`config.mk`:
```
export PLATFORM = sky130hd
export DESIGN_NAME = polyphase_input_pacer
export DESIGN_NICKNAME = d
export VERILOG_FILES = /design/src/rtl/polyphase_input_pacer.sv
export SDC_FILE = /design/constraint.sdc
export NUM_CORES = 1
export LEC_CHECK = 0
export ABC_AREA = 1
export CAP_MARGIN = 20
export CORE_MARGIN = 2
export CORE_UTILIZATION = 34
export CTS_BUF_LIST = sky130_fd_sc_hd__clkbuf_16
export CTS_CLUSTER_DIAMETER = 120
export DETAILED_ROUTE_END_ITERATION = 7
export PLACE_DENSITY_LB_ADDON = 0.15
export SETUP_SLACK_MARGIN = 0.4
export SLEW_MARGIN = 30
export SYNTH_ARGS = -nofsm -noshare
export SYNTH_HDL_FRONTEND = slang
export SYNTH_SLANG_ARGS = --single-unit
export TNS_END_PERCENT = 10
```
`constraint.sdc`:
```
create_clock -name clk -period 2.3 [get_ports clk]
set_input_delay 0.23 -clock clk [delete_from_list [all_inputs] [get_ports clk]]
set_output_delay 0.23 -clock clk [all_outputs]
set_load 0.005 [all_outputs]
```
`src/rtl/polyphase_input_pacer.sv`:
```
// Input pacer for the polyphase interpolator: buffers a bursty valid/ready stream
// and re-issues words as single-cycle pulses spaced PACE_INTERVAL cycles apart.
module polyphase_input_pacer #(
    parameter int DATA_WIDTH    = 16,
    parameter int FIFO_DEPTH    = 16,
    parameter int PACE_INTERVAL = 15
) (
    input  logic                          clk,
    input  logic                          rst,
    input  logic                          flush,
    input  logic                          enable,
    input  logic                          s_valid,
    output logic                          s_ready,
    input  logic [DATA_WIDTH-1:0]         s_data,
    output logic                          m_valid,
    output logic [DATA_WIDTH-1:0]         m_data,
    output logic [$clog2(FIFO_DEPTH):0]   fill_level
);

    localparam int AW = $clog2(FIFO_DEPTH);
    // Keep the gap counter at least one bit wide so PACE_INTERVAL=1 still elaborates.
    localparam int GW = (PACE_INTERVAL > 1) ? $clog2(PACE_INTERVAL) : 1;
    localparam logic [GW-1:0] GAP_RELOAD = GW'(PACE_INTERVAL - 1);
    localparam logic [AW:0]   DEPTH_C    = (AW + 1)'(FIFO_DEPTH);

    logic [DATA_WIDTH-1:0] mem_q [FIFO_DEPTH];

    logic [AW-1:0]         wr_ptr_q, wr_ptr_d;
    logic [AW-1:0]         rd_ptr_q, rd_ptr_d;
    logic [AW:0]           count_q, count_d;
    logic [GW-1:0]         gap_q, gap_d;
    logic                  m_valid_q, m_valid_d;
    logic [DATA_WIDTH-1:0] m_data_q, m_data_d;

    logic full;
    logic empty;
    logic wr_en;
    logic issue;

    always_comb begin
        full    = (count_q == DEPTH_C);
        empty   = (count_q == '0);
        s_ready = !full && !rst && !flush;
        wr_en   = s_valid && s_ready;
        issue   = (gap_q == '0) && !empty && enable && !flush;
    end

    always_comb begin
        wr_ptr_d  = wr_ptr_q;
        rd_ptr_d  = rd_ptr_q;
        count_d   = count_q;
        gap_d     = gap_q;
        m_valid_d = 1'b0;
        m_data_d  = m_data_q;

        if (flush) begin
            // m_data is deliberately held so the filter input stays stable.
            wr_ptr_d = '0;
            rd_ptr_d = '0;
            count_d  = '0;
            gap_d    = '0;
        end else begin
            wr_ptr_d = wr_ptr_q + AW'(wr_en);
            rd_ptr_d = rd_ptr_q + AW'(issue);

            if (wr_en && !issue) begin
                count_d = count_q + (AW + 1)'(1);
            end else if (!wr_en && issue) begin
                count_d = count_q - (AW + 1)'(1);
            end

            if (issue) begin
                gap_d     = GAP_RELOAD;
                m_valid_d = 1'b1;
                m_data_d  = mem_q[rd_ptr_q];
            end else if (gap_q != '0) begin
                gap_d = gap_q - GW'(1);
            end
        end
    end

    always_ff @(posedge clk) begin
        if (rst) begin
            wr_ptr_q  <= '0;
            rd_ptr_q  <= '0;
            count_q   <= '0;
            gap_q     <= '0;
            m_valid_q <= 1'b0;
            m_data_q  <= '0;
        end else begin
            wr_ptr_q  <= wr_ptr_d;
            rd_ptr_q  <= rd_ptr_d;
            count_q   <= count_d;
            gap_q     <= gap_d;
            m_valid_q <= m_valid_d;
            m_data_q  <= m_data_d;
        end
    end

    // Storage has no reset; wr_en is already gated by rst/flush through s_ready.
    always_ff @(posedge clk) begin
        if (wr_en) begin
            mem_q[wr_ptr_q] <= s_data;
        end
    end

    assign m_valid    = m_valid_q;
    assign m_data     = m_data_q;
    assign fill_level = count_q;

endmodule

```
* Word-level counts from Yosys, hierarchy flattened *
Memories as Yosys holds them, arrays and structs flattened. A register that Yosys moved wholly into a read port is not among the register bits.
Cells that the tools add are included.

word-level totals
  input port bits = 21
  latch bits = 0
  output and inout port bits = 23
  register bits after elaboration = 18
  memory bits (writable) = 256
  logic and storage cells = 43
  memories kept = 1
  memory bits (read-only) = 0

memory list
  name   depth  width  read ports  clocked after memory_dff  wr ports  RTL line  text
  mem_q  16     16     1           1                         1         26        logic [DATA_WIDTH-1:0] mem_q [FIFO_DEPTH];

cells by class
  equality and inequality tests = 1
  reductions and logical operators = 22
  shifts and indexed selects = 0
  magnitude comparators = 0
  add/sub/neg operators = 5
  bitwise operators = 1
  div/mod/pow operators = 0
  multiply operators = 0
  mux-type cells = 7

operators by type and width
  operator                                                            number
  5-bit 2-to-1 mux                                                    2
  4-bit by 1-bit adder with 4-bit output                              2
  1-bit logical AND                                                   8
  4-bit 2-to-1 mux                                                    2
  1-bit zero test                                                     6
  5-bit by 1-bit adder with 5-bit output, second input constant       1
  5-bit equality test, second input constant                          1
  5-bit zero test                                                     1
  5-bit by 1-bit subtractor with 5-bit output, second input constant  1
  4-bit zero test                                                     1
  2-bit nonzero test                                                  2
  4-bit nonzero test                                                  1
  4-bit by 1-bit subtractor with 4-bit output, second input constant  1
  1-bit 2-to-1 mux                                                    3
  3-bit OR reduction                                                  1
  2-bit AND reduction                                                 1
  2-bit OR reduction                                                  1
  1-bit inverter                                                      1

* Depth between registers and ports, before layout *
Gate-level depths: netlist (run 1).

  depth after elaboration = 9
  gate-level depth with buffers = 17
  depth with buffers taken out = 16

* Worst setup path after synthesis (run 1) *
Ideal clock, no wire load.

  kind = flip-flop to flip-flop
  start = register count_q[0] (netlist: fill_level[0])
  end = memory mem_q[8][0], enable pin
  buffers on the path = 1
  data required time = 1.891 ns
  setup time = 0.409 ns
  cell stages (with the launch flop) = 8
  setup slack = -0.223 ns
  arrival = 2.113 ns
  period minus slack after synthesis = 2.523 ns
  cell sequence = dfxtp_1 inv_1 nand3_1 o21ai_0 inv_1 nand2_2 buf_2 nor3_1

between the ends
  word-level cells in the longest chain between the ends = 7

RTL lines
  what                                    RTL line  text
  start, declared                         30        logic [AW:0] count_q, count_d;
  start signal, assigned                  93        count_q <= count_d;
  5-bit equality test                     41        full = (count_q == DEPTH_C);
  1-bit zero test                         43        s_ready = !full && !rst && !flush;
  1-bit logical AND (2 in a row)          43
  via s_ready                             13        output logic s_ready,
  1-bit logical AND                       44        wr_en = s_valid && s_ready;
  1-bit 2-to-1 mux                        102       if (wr_en) begin
  1-bit 2-to-1 mux (implied by the code)  103       mem_q[wr_ptr_q] <= s_data;
  end, declared                           26

The timed path passes the listed nets, and every way through them passes these cells.

* Worst setup path after layout (run 1) *
  start = register count_q[2] (netlist: fill_level[2])
  end = register count_q[3] (netlist: fill_level[3])

between the ends
  word-level cells in the longest chain between the ends = 8
  elaborated cells on any way between the ends = 19
  classes of those cells = 2 x add/sub; 1 x eq/ne; 2 x mux; 14 x reduce/logical

RTL lines
  what
  branches (longest 8 deep; another with 5-bit by 1-bit subtractor with 5-bit output)

Several ways; the timed one is not identified. The select of a mux whose other input is x is not followed.
A chain may end at the register's enable or synchronous reset.

==> results of run 1 <==
Yosys cell counts (all sizes together):
cell,instances,area [µm²]
nand2,421,1580
edfxtp,256,7690
inv,186,698
nand3,180,921
buf,49,308
dfxtp,34,681
a21oi,27,135
nor3,17,85.1
nor2,16,77.6
clkbuf,9,63.8
ha,8,100
o21ai,6,30.0
xnor2,3,26.3
clkinv,2,12.5
nand4,2,27.5
xor2,2,17.5
a31oi,1,6.26
fa,1,20.0
o21bai,1,7.51
layer usage:
layer | GRT usage (%) | up-vias | share of wire (%)
met5 | 0 | - | 0.038
met4 | 4.01 | 2 | 1.6
li1 | - | 4142 | -
met2 | 27.1 | 154 | 46
met3 | 2.92 | 44 | 4.1
met1 | 24.0 | 4003 | 48
kinds of logic after synthesis:
family	synth area share (%)
simple gates	21.6
flops	67.0
buf+inv	8.67
compound gates	1.43
fa+ha+maj	0.962
xor+xnor	0.351
worst max-delay path, stage by stage, from the launching register on:
cell and delay [ps]:
dfxtp_2 330, nor2_4 120, nand3_2 90, o21ai_2 150
inv_2 60, nand2_2 60, inv_2 50, ha_4 160
inv_4 80, ha_4 220, a21oi_2 120, nand2_1 70
xor2_1 150, o21ai_1 120, inv_1 40
per-stage QoR:
stage / setup WS (ps) / hold slack [ps]
after floorplan: -63.2 / 329
after global placement: -148 / 452
after detailed placement: -173 / 452
after CTS: 353 / 460
after global routing: 211 / 472
final: 347 / 464
power breakdown:
part | internal [µW] | switching, µW | leakage, µW
clock | 2840 | 1980 | 0.000519
sequential | 5760 | 16.4 | 0.00258
combinational | 184 | 279 | 0.00313
registers in the layout, indices dropped and copies added, names as in the netlist:
signal / count
m_valid: 1
fill_level: 5
wr_ptr_q: 4
m_data: 16
gap_q: 4
mem_q: 256
rd_ptr_q: 4
repair_timing:
action,in CTS,in global routing
gates resized for setup,19,11
pin swaps,11,1
setup endpoints to repair,5,155
setup buffers,5,3
area by class of cell:
cell class | count | area share (%)
Clock buffer | 35 | 5.82
Inverter | 188 | 4.75
Sequential cell | 290 | 55.6
Timing Repair Buffer | 109 | 7.60
Multi-Input combinational cell | 685 | 21.6
Clock inverter | 21 | 0.764
Tap cell | 468 | 3.89
worst max path at each step:
stage | end | cells past startpoint | slack [ps] | start
floorplan | fill_level[3] | 15 | -60 | fill_level[1]
global placement | fill_level[4] | 16 | -150 | flush
detailed placement | fill_level[4] | 15 | -170 | flush
CTS | fill_level[4] | 14 | 350 | fill_level[2]
global route | fill_level[4] | 14 | 210 | fill_level[2]
finish | fill_level[3] | 14 | 350 | fill_level[2]
layout by cell type (no fill, tap or decap), types with 7 or more instances in the layout:
master / netlist / layout
clkinv_1: 1 / 8
a21oi_1: 27 / 25
edfxtp_1: 256 / 256
nor3_4: 0 / 9
nor3_2: 0 / 7
buf_12: 0 / 17
clkbuf_16: 0 / 35
clkdlybuf4s50_1: 0 / 42
dfxtp_1: 34 / 29
nor2_1: 13 / 12
nand3_2: 4 / 7
inv_1: 183 / 187
buf_4: 16 / 46
nand2_1: 420 / 420
nand3_1: 176 / 173
==> metrics.yaml, run 1 <==
hp-class: "flop to flop"
core_area_um2: 36300
syn-cell-area_um2: 12500
finish.utilization_pct: 41.4
rows: 70
status: "finished clean"
drtIter0Drc: 499
htree_num_levels: 2
r2r-start: "fill_level[2]"
fin_skew_ps: 14.2
clk_latency_ps: 500
grt_overflow: 0
dp_cells: 1732
ys.warnings.count: 0
cts_hold_buf: 0
track_usage_pct: 16.9
stdcell_area_um2: 15100
routedWlPerCell_um: 17.6
crit_type: "flop to flop"
dp_hpwl_um: 18800
netlist_instances: 1221
min_path_cells: 2
antenna_found_initial: 1
synth-seq-cells: 290
hold_path.startpoint: "gap_q[3]"
layout-drive-gt1-share_pct: 11.8
hold_violations: 0
multi_input_comb_area_um2: 3250
final-seq-area_um2: 8380
arrival_ps: 2350
p_leak_uw: 0.00623
root_buffer: "clkbuf_16"
fp.dieW_um: 196
synth_nets: 1251
holdPathEnd: "gap_q[3]"
r2r_cells: 14
antenna_left: 0
layout.cells.non_filler: 1796
crit_path_end_kind: "flop"
rsz0062_at_grt: "yes"
cts-buffers-inserted: 34
critPathMaxFanout: 4
finalSetupViolCount: 0
dpl_cell_area_um2: 13900
routed_wirelength_um: 31600
grt_first_pass_wirelength_um: 48700
fin_total_pwr_uw: 11100
finalNetCount: 1338
grt_pass1_vias: 7997
worst_pin_slew_ps: 667
crit_required_ps: 2690
r2r-end: "fill_level[3]"
clk_path_buf_depth: 3
areaGrowthSynthToFinish_pct: 20.6
pin_count: 44
fin_crit_sh_pct: 84.9
grt_max_degree: 65
clock_sinks: 290
r2r_slack_ps: 350
yosysUniqueCellTypes: 31
fin_crit_ps: 1950
max_freq_mhz: 512
fillCellCount: 3447
drt_first_pass_iters: 7
crit_path_start_kind: "flop"
cts_tree: "done"
final.setup.tns_ps: 0
drv_cap: 0
initial_core_util_pct: 34.4
drc: 0
antenna_cells: 0
die_y_um: 196
slew_headroom_pct: 55.4
power.density_nw_per_um2: 734
vias: 8345
ir_drop_uv: 552
yosysSeqAreaShare_pct: 67.0
io_buffers: 43
dieArea_um2: 38300
viasPerCell: 4.65
avgSynthCellArea_um2: 10.2
clk_pin_slew_ps: 60
slew_viol_final: 0
gp_congestion: 0.788
Note: power is estimated with default switching activity, not from simulation.
==> run 2, diff against run 1 <==
==> constraint.sdc (replaced) <==
create_clock -name clk -period 2 [get_ports clk]
set_input_delay 0.2 -clock clk [delete_from_list [all_inputs] [get_ports clk]]
set_output_delay 0.2 -clock clk [all_outputs]
set_load 0.005 [all_outputs]
==> run 2 against run 1 <==
  * Utilization increased by 2.4 points
  * Maximum frequency increased by 2.7%
  * Clock power increased by 22%
  * Non-clock buffer count increased by 23
  * Sequential power increased by 15%
  * Hold slack about the same
  * Die area unchanged
  * Setup slack got worse by 250 ps
  * Cell area increased by 5.8%
  * Cell count increased by 1.6%
  * Via count increased by 2.6%
  * Critical path type unchanged
  * Highest routed layer is now met4
==> metrics.yaml, run 2 (same netlist as run 1, synthesis figures left out) <==
pre_cts_ws_ps: -273
grt_pass1_vias: 8331
r2r-end: "fill_level[3]"
fin_skew_ps: 9.92
status: "finished clean"
rows: 70
crit_required_ps: 2400
clock_sinks: 290
dieArea_um2: 38300
root_buffer: "clkbuf_16"
grt_first_pass_wirelength_um: 50700
fillCellCount: 3422
clk_latency_ps: 510
fin_crit_sh_pct: 95.1
r2r-start: "fill_level[1]"
use_met3_pct: 2.78
timing.hold.ws_ps: 464
rsz0062_at_grt: "yes"
clk_path_buf_depth: 3
core_area_um2: 36300
routed_wirelength_um: 33200
use_met1_pct: 23.0
worst_slack_ps: 98.0
p_leak_uw: 0.00658
antenna_cells: 0
io_buffers: 43
largest_reg_flops: 256
top_usage_layer: "met2"
worst_pin_slew_ps: 685
largest_register: "mem_q"
antenna_found_initial: 0
areaGrowthSynthToFinish_pct: 27.6
cp_cell_sequence: "nor2_4 > nand3_2 > o21ai_2 > inv_2 > nand2_4 > inv_4 > ha_4 > inv_4 > ha_4 > a21oi_2 > nand2_1 > xor2_1 > o21ai_1 > inv_1"
finalNetCount: 1362
final.setup.tns_ps: 0
vias: 8558
drtIter0Drc: 539
critPathMaxFanout: 4
cts-buffers-inserted: 35
path_depth: 14
fin_crit_ps: 1900
track_usage_pct: 17.7
dpl_cell_area_um2: 14200
worst-path-buf-inv: 4
arrival_ps: 2300
crit_path_end: "fill_level[3]"
slew_viol_final: 0
ir_drop_uv: 595
final-seq-area_um2: 8390
final_common_cell: "nand2_1"
hp-class: "flop to flop"
viasPerCell: 4.69
critPathTopFamily: "compound AO/OA/AOI/OAI gates"
startpoint: "fill_level[1]"
crit_type: "flop to flop"
power.density_nw_per_um2: 828
finalSetupViolCount: 0
grt.met2_usage_pct: 29.9
r2r_slack_ps: 100
initial_core_util_pct: 34.4
layout_common_cells: "409 x nand2_1, 256 x edfxtp_1, 180 x inv_1"
grt_overflow: 0
gp_congestion: 0.779
slew_headroom_pct: 54.2
fp.dieW_um: 196
layout-drive-gt1-share_pct: 17.5
routedWlPerCell_um: 18.2
finish.utilization_pct: 43.9
multi_input_comb_area_um2: 3590
clk_pin_slew_ps: 60
crit_path_end_kind: "flop"
crit_path_start_kind: "flop"
max_freq_mhz: 526
cts_hold_buf: 0
antenna_left: 0
drc: 0
hold_violations: 0
pin_count: 44
r2r_cells: 14
drt_first_pass_iters: 4
cts_tree: "done"
crit_slowest_cell: "dfxtp_2"
cp_slowest_stage_delay_ps: 330
htree_num_levels: 2
drv_cap: 0
die_y_um: 196
stdcell_area_um2: 15900
grt_max_degree: 54
dp_hpwl_um: 20900
-- run 2: cell count changes in the layout (fill, tap and decap cells not counted), moves of 10 or more --
cell / change
buf_6: +27
nand3_4: +15
buf_4: -13
nand3_1: -12
nand2_1: -11
nand2_2: +10
-- run 2: worst reg2reg max path: cells and delay by family, from the launching register on --
family / cells / cell delay (ps)
compound gates: 3 / 380
fa+ha+maj: 2 / 370
simple gates: 4 / 360
flops: 1 / 330
buf+inv: 4 / 220
xor+xnor: 1 / 150
-- run 2: area by class of cell --
| cell class | count | share of cell area (%) |
|---|---|---|
| Tap cell | 468 | 3.67 |
| Sequential cell | 290 | 52.6 |
| Multi-Input combinational cell | 685 | 22.5 |
| Clock buffer | 37 | 5.81 |
| Inverter | 188 | 4.57 |
| Timing Repair Buffer | 132 | 9.89 |
| Clock inverter | 25 | 0.903 |
-- run 2: where the power goes --
| part | total, µW | switching, µW | internal, µW |
|---|---|---|---|
| clock | 5900 | 2430 | 3470 |
| combinational | 666 | 389 | 278 |
| sequential | 6640 | 19.9 | 6620 |
-- run 2: through the flow --
stage          cells  power, µW
6_report        1825      13200
2_1_floorplan   1221       7020
4_1_cts         1821      13300
5_1_grt         1825      13600
3_3_place_gp    1749       7330
3_5_place_dp    1749       7340
-- run 2: worst min path at each step --
stage,startpoint,end,cells after the start
final,gap_q[3],gap_q[3],2
after global routing,s_data[14],mem_q[1][14],2
after CTS,s_data[14],mem_q[0][14],2
after detailed placement,gap_q[3],gap_q[3],2
after global placement,gap_q[3],gap_q[3],2
after floorplan,s_data[0],mem_q[0][0],0
-- run 2: repair_timing --
action | 4_1_cts | 5_1_grt
setup buffers | 8 | 3
pin swaps | 8 | 42
cloned | 2 | 1
endpoints found under the setup margin | 290 | 297
gates resized for setup | 32 | 100
-- run 2: routing by layer --
layer	vias to the layer above	wire, µm
met2	165	16300
met5	-	0
met3	59	1250
li1	4197	-
met1	4137	14700
met4	0	960
